===== src/rtl/mem_arb_pkg.sv =====
// Shared encodings for the CPU/DMA memory port arbiter: FSM states, owner ids, counter width.
package mem_arb_pkg;

  localparam int unsigned CntW = 4;

  typedef enum logic [1:0] {
    StIdle = 2'd0,
    StBusy = 2'd1,
    StResp = 2'd2
  } arb_state_e;

  typedef enum logic {
    OwnerCpu = 1'b0,
    OwnerDma = 1'b1
  } owner_e;

endpackage


===== src/rtl/arb_starve_ctr.sv =====
// Grant selection between CPU and DMA with a saturating DMA starvation counter.
module arb_starve_ctr
  import mem_arb_pkg::*;
#(
  parameter int unsigned STARVE_MAX = 4
) (
  input  logic   clk,
  input  logic   reset,
  input  logic   idle,
  input  logic   cpu_req,
  input  logic   dma_req,
  output logic   grant,
  output owner_e grant_owner
);

  localparam logic [CntW-1:0] StarveMax = CntW'(STARVE_MAX);

  logic [CntW-1:0] cnt_q, cnt_d;

  always_comb begin
    grant       = idle & (cpu_req | dma_req);
    // CPU has priority unless DMA has already waited out STARVE_MAX CPU grants.
    grant_owner = (dma_req && (!cpu_req || cnt_q == StarveMax)) ? OwnerDma : OwnerCpu;
    cnt_d       = cnt_q;
    if (idle) begin
      if (!dma_req || grant_owner == OwnerDma) begin
        cnt_d = '0;
      end else if (cnt_q != StarveMax) begin
        cnt_d = cnt_q + CntW'(1);
      end
    end
  end

  always_ff @(posedge clk) begin
    if (reset) begin
      cnt_q <= '0;
    end else begin
      cnt_q <= cnt_d;
    end
  end

endmodule


===== src/rtl/mem_port_arbiter.sv =====
// Single-port memory arbiter: serves one CPU or DMA access at a time, IDLE -> BUSY -> RESP.
module mem_port_arbiter
  import mem_arb_pkg::*;
#(
  parameter int unsigned MEM_LAT    = 2,
  parameter int unsigned STARVE_MAX = 4
) (
  input  logic        clk,
  input  logic        reset,
  input  logic        cpu_req,
  input  logic        cpu_we,
  input  logic [31:0] cpu_addr,
  input  logic [31:0] cpu_wdata,
  output logic [31:0] cpu_rdata,
  output logic        cpu_ready,
  input  logic        dma_req,
  input  logic        dma_we,
  input  logic [31:0] dma_addr,
  input  logic [31:0] dma_wdata,
  output logic [31:0] dma_rdata,
  output logic        dma_ready,
  output logic        mem_en,
  output logic        mem_we,
  output logic [31:0] mem_addr,
  output logic [31:0] mem_wdata,
  input  logic [31:0] mem_rdata
);

  localparam logic [CntW-1:0] LatInit = CntW'(MEM_LAT - 1);

  arb_state_e      state_q;
  owner_e          owner_q;
  logic            we_q;
  logic [31:0]     addr_q, wdata_q;
  logic [CntW-1:0] lat_cnt_q;
  logic [31:0]     cpu_rdata_q, dma_rdata_q;
  logic            cpu_ready_q, dma_ready_q, mem_en_q, mem_we_q;

  logic        grant;
  owner_e      grant_owner;
  logic        win_we;
  logic [31:0] win_addr, win_wdata;

  arb_starve_ctr #(
    .STARVE_MAX(STARVE_MAX)
  ) u_starve (
    .clk        (clk),
    .reset      (reset),
    .idle       (state_q == StIdle),
    .cpu_req    (cpu_req),
    .dma_req    (dma_req),
    .grant      (grant),
    .grant_owner(grant_owner)
  );

  always_comb begin
    win_we    = cpu_we;
    win_addr  = cpu_addr;
    win_wdata = cpu_wdata;
    if (grant_owner == OwnerDma) begin
      win_we    = dma_we;
      win_addr  = dma_addr;
      win_wdata = dma_wdata;
    end
  end

  always_ff @(posedge clk) begin
    if (reset) begin
      state_q     <= StIdle;
      owner_q     <= OwnerCpu;
      we_q        <= 1'b0;
      addr_q      <= '0;
      wdata_q     <= '0;
      lat_cnt_q   <= '0;
      cpu_rdata_q <= '0;
      dma_rdata_q <= '0;
      cpu_ready_q <= 1'b0;
      dma_ready_q <= 1'b0;
      mem_en_q    <= 1'b0;
      mem_we_q    <= 1'b0;
    end else begin
      cpu_ready_q <= 1'b0;
      dma_ready_q <= 1'b0;
      case (state_q)
        StIdle: begin
          if (grant) begin
            owner_q   <= grant_owner;
            we_q      <= win_we;
            addr_q    <= win_addr;
            wdata_q   <= win_wdata;
            lat_cnt_q <= LatInit;
            mem_en_q  <= 1'b1;
            mem_we_q  <= win_we;
            state_q   <= StBusy;
          end
        end
        StBusy: begin
          if (lat_cnt_q == '0) begin
            if (!we_q) begin
              if (owner_q == OwnerCpu) cpu_rdata_q <= mem_rdata;
              else                     dma_rdata_q <= mem_rdata;
            end
            mem_en_q    <= 1'b0;
            mem_we_q    <= 1'b0;
            cpu_ready_q <= (owner_q == OwnerCpu);
            dma_ready_q <= (owner_q == OwnerDma);
            state_q     <= StResp;
          end else begin
            lat_cnt_q <= lat_cnt_q - CntW'(1);
          end
        end
        StResp:  state_q <= StIdle;
        default: state_q <= StIdle;
      endcase
    end
  end

  assign cpu_rdata = cpu_rdata_q;
  assign dma_rdata = dma_rdata_q;
  assign cpu_ready = cpu_ready_q;
  assign dma_ready = dma_ready_q;
  assign mem_en    = mem_en_q;
  assign mem_we    = mem_we_q;
  assign mem_addr  = addr_q;
  assign mem_wdata = wdata_q;

endmodule

===== config.mk =====
export PLATFORM = sky130hd
export DESIGN_NAME = mem_port_arbiter
export DESIGN_NICKNAME = d
export VERILOG_FILES = /design/src/rtl/mem_arb_pkg.sv /design/src/rtl/arb_starve_ctr.sv /design/src/rtl/mem_port_arbiter.sv
export SDC_FILE = /design/constraint.sdc
export NUM_CORES = 1
export LEC_CHECK = 0
export BUFFER_PORTS_ARGS = -buffer_cell sky130_fd_sc_hd__buf_4
export CORE_MARGIN = 3
export CORE_UTILIZATION = 46
export DETAILED_ROUTE_END_ITERATION = 6
export PLACE_DENSITY_LB_ADDON = 0.05
export SLEW_MARGIN = 20
export SYNTH_ARGS = -nofsm -noshare
export SYNTH_HDL_FRONTEND = slang
export SYNTH_SLANG_ARGS = --single-unit

===== constraint.sdc =====
create_clock -name clk -period 2.4 [get_ports clk]
set_clock_uncertainty 0.2 [all_clocks]
set_input_delay 0.36 -clock clk [delete_from_list [all_inputs] [get_ports clk]]
set_output_delay 0.36 -clock clk [all_outputs]
set_load 0.1 [all_outputs]

**After elaboration in Yosys (flattened, before gate mapping)**

Index checks and enable logic that the tools add are counted.

- Logic and storage cells: 61
- Bits of input ports: 166
- Register bits: 144

- Bitwise gates (word level): 6
- Mux-type cells: 17
- $add $sub $neg: 2
- Reductions and logical operators: 17
- Equal/unequal tests: 6

Operators with widths:

| cell | number |
|---|---|
| two-way mux 32 bit | 2 |
| two-way mux 4 bit | 4 |
| one-hot mux 4 bit (2 select lines) | 1 |
| AND reduction 4 bit | 2 |
| != test 2 bit (second input constant) | 3 |
| AND reduction 2 bit | 3 |
| AND reduction 3 bit | 2 |
| two-way mux 1 bit | 5 |
| adder 4 x 1 -> 4 bit (second input constant) | 1 |
| == test 4 x 3 -> 1 bit (second input constant) | 1 |
| logical NOT 4 bit | 1 |
| two-way mux 2 bit | 2 |
| != test 4 x 3 -> 1 bit (second input constant) | 1 |
| inverter 1 bit | 4 |
| one-hot mux 1 bit (2 select lines) | 2 |
| one-hot mux 2 bit (2 select lines) | 1 |
| nonzero test 2 bit | 2 |
| subtractor 4 x 1 -> 4 bit (second input constant) | 1 |
| OR reduction 3 bit | 1 |
| == test 2 x 1 -> 1 bit (second input constant) | 1 |
| logical NOT 1 bit | 2 |
| logical NOT 2 bit | 1 |
| logical OR 1 bit | 2 |
| AND 1 bit | 1 |
| 2 further kinds | 2 |

**Depth between registers and ports, before layout**

Gate-level depths: netlist of the first run.

- Depth in word-level cells: 7
- Gate-level depth with buffers: 7
- Depth with buffers taken out: 5

**Cells and area by module**

Synthesis of the first run repeated with hierarchy kept, for this count alone.

- Cells, all modules: 615
- Area, all modules: 6188.4 um^2

Modules (own cells, without submodules):

| module | instances | cells each | area an instance (um^2) | seq. area each (um^2) |
|---|---|---|---|---|
| mem_port_arbiter | 1 | 588 | 5948.2 | 2802.7 |
| arb_starve_ctr | 1 | 27 | 240.2 | 80.1 |

**Worst setup path after synthesis of the first run**

OpenSTA, ideal clock, no wires.

- Path kind: reg2reg
- From: register lat_cnt_q[0]
- To: register cpu_rdata_q[10] (netlist: cpu_rdata[10])
- Arrival: 1.693 ns
- Stages on the path, launching flop included: 7
- Period minus slack after synthesis: 1.964 ns
- Path slack: 0.436 ns
- Required time: 2.128 ns
- Cells stage by stage: dfxtp_1 inv_1 ha_1 or3b_4 nor4_4 buf_6 mux2i_1

- Cells in the longest elaborated chain, start to end: 2

RTL lines:

| item | RTL line | source |
|---|---|---|
| from (decl) | mem_port_arbiter.sv:35 | `logic [CntW-1:0] lat_cnt_q;` |
| from (signal assigned) | mem_port_arbiter.sv:91 | `lat_cnt_q <= LatInit;` |
| from (signal assigned) | mem_port_arbiter.sv:109 | `lat_cnt_q <= lat_cnt_q - CntW'(1);` |
| logical NOT 4 bit | mem_port_arbiter.sv:98 | `if (lat_cnt_q == '0) begin` |
| AND reduction 4 bit (no line) | n/a |  |
| to (signal assigned) | mem_port_arbiter.sv:100 | `if (owner_q == OwnerCpu) cpu_rdata_q <= mem_rdata;` |
| to (decl) | mem_port_arbiter.sv:36 | `logic [31:0] cpu_rdata_q, dma_rdata_q;` |

Every way passes these cells.
A chain may end at the register's enable or synchronous reset.

**Worst setup path after layout of the first run**

- From: register lat_cnt_q[0]
- To: register cpu_rdata_q[2] (netlist: cpu_rdata[2])

The elaborated chain is that of the path after synthesis.

==> results_dict.tcl, run 1 <==
set metrics [dict create \
    status "complete, no violations" \
    cts_resized 0 \
    synth.largest_area_cell "dfxtp_1" \
    synth_top_family_by_area "compound AO/OA/AOI/OAI gates" \
    grt_start_max_net_pins 65 \
    syn_nets 963 \
    antenna_cells 0 \
    fin_nets 1211 \
    clk_pin_slew_ps 60 \
    syn2layout_area_growth_pct 41.2 \
    fp.coreArea_sq_um 15300 \
    synth_common_cells "144 x dfxtp_1, 128 x o211ai_1, 104 x nand2_1" \
    final_cell_area_sq_um 10200 \
    cts_hold_buffers 0 \
    tightest_slew_ps 563 \
    portBuffers 297 \
    overflow 0 \
    finalSetupViolCount 0 \
    htreeDepth 4 \
    post_cts_buffers 0 \
    fin_ws_ps 341 \
    p_leak_nw 4.53 \
    async_flop_share 0 \
    totalWireLength_um 23500 \
    holdCritStartpoint "mem_rdata[5]" \
    cts_buffer_depth 2 \
    synth_area_leaders "dfxtp_1 40%, o211ai_1 13%, mux2i_1 9.0%" \
    antenna_found_initial 0 \
    grt_pass1_vias 7050 \
    hold_viol_final 0 \
    synth.ff_latch_count 144 \
    synth_cells 793 \
    power.density_nw_per_um2 798 \
    cp.required_ps 2540 \
    layoutNonFillerInstCount 1265 \
    fin_tns_setup_ps 0 \
    synth_edf_count 0 \
    first_iter_violations 390 \
    startpoint_type "flop" \
    syn-cell-area_sq_um 7240 \
    yosysMostFrequentCell "dfxtp_1" \
    dp.cells 1233 \
    clkPwrFrac 0.304 \
    rows 45 \
    viasPerCell 5.81 \
    dp_hpwl_um 15700 \
    preCtsSetupSlack_ps 356 \
    hold_path.class "in2reg" \
    seq_power_share 0.336 \
    drive_above_1_share 0.347 \
    p_total_mw 8.16 \
    p_int_mw 4.73 \
    vdd_ir_drop_max_mv 0.562 \
    ios 298 \
    worstSkewPairLatency_ps 410 \
    finalCritPeriodShare 0.858 \
    p_switching_mw 3.43 \
    cts_tree "built" \
    rsz0062_at_grt "false" \
    synth_compound_area_frac 0.229 \
    dpl_cell_area_sq_um 9670 \
    ant_nets 0 \
    combPwrFrac 0.360 \
    hold-worst-slack_ps 19.1 \
    wire_per_inst_um 18.6 \
    fin_util 0.668 \
    vias 7352 \
    crit_start "lat_cnt_q[0]$_SDFFE_PP0P_" \
    synth_fa_ha_area_frac 0.00691 \
    syn_avg_cell_area_sq_um 9.13 \
    dr.pass1.iters 5 \
    relSlewSlack 0.624 \
    fin_crit_ps 2060 \
    ys_warn_count 0 \
    die_y_um 131 \
    synth_top_area_frac 0.398 \
    post-route-drc-count 0 \
    r2r_start "lat_cnt_q[0]$_SDFFE_PP0P_" \
    dieArea_sq_um 17300 \
    swShare 0.420 \
    grt_usage 0.260 \
    synth_flop_cell "dfxtp_1" \
    slew_violations 0 \
    synth_seq_area_share 0.398 \
    grt_pass1_wl_um 37300 \
    routabilityCongestion 0.861 \
    arrival_ps 2200 \
    synth_xor_xnor_area_share 0 \
    synthMuxAreaShare 0.0899 \
    yosys.area_share.simple 0.219 \
    cts_buffers 17 \
    cts-root-buf "clkbuf_16" \
    cp-end-kind "flop" \
    fmax_ghz 0.486 \
    cp_max_fo 32 \
    path_class "reg2reg" \
    ys_types 42 \
    clock_sinks 144 \
    die_w_um 131 \
    maxCapViolCount 0 \
    start_util 0.473 \
]
-- kinds of logic after synthesis --
kind of cell,Yosys count
AND/OR/NAND/NOR,264
multiplexers,65
adder cells (fa/ha/maj),4
AO/OA/AOI/OAI,213
buffers and inverters,103
flip-flops,144
-- cell type report --
class                           count  area [sq um]
Tap cell                          211           264
Clock buffer                       17           425
Multi-Input combinational cell    546          3960
Inverter                            8          32.5
Clock inverter                     15           125
Fill cell                        1336          5090
Timing Repair Buffer              324          2530
Sequential cell                   144          2880
-- worst max-delay path, stage by stage (launching register included) --
cell and delay (ps):
dfxtp_1 310, inv_1 110, ha_1 170, or3b_4 400
nor4_4 270, buf_12 280, mux2i_1 230
-- worst paths after layout --
check,endpoint,slack [ps],cells after the start
worst max-delay path,cpu_rdata[2]$_SDFFE_PP0P_,340,6
worst min-delay path,dma_rdata[5]$_SDFFE_PP0P_,20,3
worst max register to register,cpu_rdata[2]$_SDFFE_PP0P_,340,6
worst min register to register,cpu_rdata[19]$_SDFFE_PP0P_,250,2
-- power by group through the flow --
| stage | clock network (mW) | logic, mW | registers [mW] |
|---|---|---|---|
| after global routing | 2.63 | 3.06 | 2.77 |
| after global placement | 0 | 2.93 | 2.79 |
| after CTS | 2.53 | 2.94 | 2.74 |
| after detailed placement | 0 | 2.94 | 2.79 |
| final | 2.48 | 2.94 | 2.74 |
| after floorplan | 0 | 0.669 | 4.25 |
-- placed cells by master (no fill, tap or decap), drive strengths merged, types with 3 or more instances in the layout --
cell,netlist,final
inv,8,17
a221oi,64,64
o21ai,5,5
nand2,104,104
dfxtp,144,144
clkbuf,82,17
nand4b,3,3
mux2i,65,65
nand4,66,66
nor2,3,3
ha,4,4
nor3,4,4
o211ai,128,128
clkinv,0,4
and3b,64,64
a21oi,6,6
nand3,3,3
buf,13,324
-- state kept, by name (all words and copies together), names as in the netlist, 2 cells and up --
name            count
dma_rdata          32
cpu_rdata          32
mem_addr           32
lat_cnt_q           4
state_q             2
u_starve.cnt_q      4
mem_wdata          32
-- layer usage --
metal / routed length (um) / vias up / track usage
li1: - / 3597 / -
met1: 9870 / 3428 / 0.323
met2: 11200 / 284 / 0.426
met3: 1770 / 43 / 0.0796
met4: 642 / 0 / 0.0968
met5: 0 / - / 0
Note: power is estimated with default switching activity, not from simulation.
==> run 2, diff against run 1 <==
CORE_ASPECT_RATIO = 0.8   (was unset)
==> run 2 against run 1 <==
Against the previous run:
- sequential power about the same
- register-to-register slack worse by 60 ps
- first-iteration DRC count up 61%
- worst setup slack worse by 60 ps
- final cell count down 0.71%
- fmax down 2.8%
- largest power group unchanged
==> results_dict.tcl, run 2 (synthesis gave the netlist of run 1 again) <==
set metrics [dict create \
    dp_hpwl_um 15600 \
    grt_pass1_vias 7020 \
    antenna_found_initial 0 \
    fin_tns_setup_ps 0 \
    tightest_slew_ps 1140 \
    cts_resized 0 \
    slew_violations 0 \
    worstSkewPairLatency_ps 410 \
    cts_hold_buffers 0 \
    hold-worst-slack_ps 15.2 \
    startpoint_type "flop" \
    status "complete, no violations" \
    dr.pass1.iters 4 \
    wire_per_inst_um 19.0 \
    dpl_cell_area_sq_um 9650 \
    final_common_cell "buf_4" \
    regToRegSetupSlack_ps 280 \
    routed.top_layer "met4" \
    cts_buffer_depth 2 \
    path_class "reg2reg" \
    post-route-drc-count 0 \
    fin_crit_ps 2120 \
    grt_pass1_wl_um 38200 \
    grt_start_max_net_pins 136 \
    grt_usage 0.266 \
    finalCritPeriodShare 0.883 \
    viasPerCell 5.95 \
    ios 298 \
    portBuffers 297 \
    dieArea_sq_um 17300 \
    fp.coreArea_sq_um 15200 \
    arrival_ps 2210 \
    die_y_um 118 \
    die_w_um 146 \
    fmax_ghz 0.472 \
    p_leak_nw 4.50 \
    clock_sinks 144 \
    maxCapViolCount 0 \
    final_cell_mix "305 x buf_4, 144 x dfxtp_1, 128 x o211ai_1, 104 x nand2_1, 66 x nand4_1" \
    syn2layout_area_growth_pct 41.0 \
    start_util 0.476 \
    fin_util 0.671 \
    p_total_mw 8.22 \
    antenna_cells 0 \
    wl_met3_um 2350 \
    rows 40 \
    fin_nets 1203 \
    drive_above_1_share 0.342 \
    post_cts_buffers 0 \
    relSlewSlack 0.240 \
    totalWireLength_um 23900 \
    hold_path.class "in2reg" \
    drt-met1-wl_um 10000 \
    met2WireLength_um 11100 \
    clk_pin_slew_ps 70 \
    cts_tree "built" \
    cts-root-buf "clkbuf_16" \
    overflow 0 \
    hold_viol_final 0 \
    power.density_nw_per_um2 805 \
    cp.required_ps 2500 \
    final_cell_area_sq_um 10200 \
    vias 7468 \
    htreeDepth 4 \
    finalSetupViolCount 0 \
    rsz0062_at_grt "false" \
    cts_buffers 17 \
    routabilityCongestion 0.782 \
    cp_max_fo 49 \
    num-fill-cells 1293 \
    first_iter_violations 626 \
    cp-end-kind "flop" \
    ant_nets 0 \
    vdd_ir_drop_max_mv 0.518 \
]
[run 2: cell type report]
cell class | instances | area (sq um) | share of cell area
Clock buffer | 18 | 439 | 0.0430
Clock inverter | 14 | 120 | 0.0118
Inverter | 8 | 32.5 | 0.00319
Multi-Input combinational cell | 546 | 3960 | 0.388
Sequential cell | 144 | 2880 | 0.282
Tap cell | 210 | 263 | 0.0257
Timing Repair Buffer | 316 | 2510 | 0.246
[run 2: final timing paths]
check	start	end	cells past startpoint
worst max-delay path	u_starve.cnt_q[0]$_SDFFE_PP0P_	mem_addr[4]$_SDFFE_PP0P_	6
worst min-delay path	mem_rdata[8]	dma_rdata[8]$_SDFFE_PP0P_	3
worst max register to register	u_starve.cnt_q[0]$_SDFFE_PP0P_	mem_addr[4]$_SDFFE_PP0P_	6
worst min register to register	cpu_rdata[26]$_SDFFE_PP0P_	cpu_rdata[26]$_SDFFE_PP0P_	2
[run 2: per-stage QoR]
stage                     std cells  worst slack (ps)
after floorplan                 793               436
after global placement         1224               154
after detailed placement       1224               136
after CTS                      1256               280
after global routing           1256               138
final                          1256               282
[run 2: power by group]
group	leakage, nW	switching [mW]	internal (mW)
Combinational	3.06	2.18	0.772
Clock	0.256	1.14	1.38
Sequential	1.18	0.130	2.61
Total	4.50	3.45	4.76
[run 2: metal layers]
layer,global-route usage,vias to the layer above
li1,-,3574
met1,0.352,3540
met2,0.409,321
met3,0.0928,33
met4,0.0852,0
met5,0,-
[run 2: worst max-delay path: stages, from the launching register on]
cell and delay, ps:
dfxtp_1 380, inv_1 70, ha_1 250, and4b_2 270, buf_4 310, a221oi_1 370
o211ai_1 120
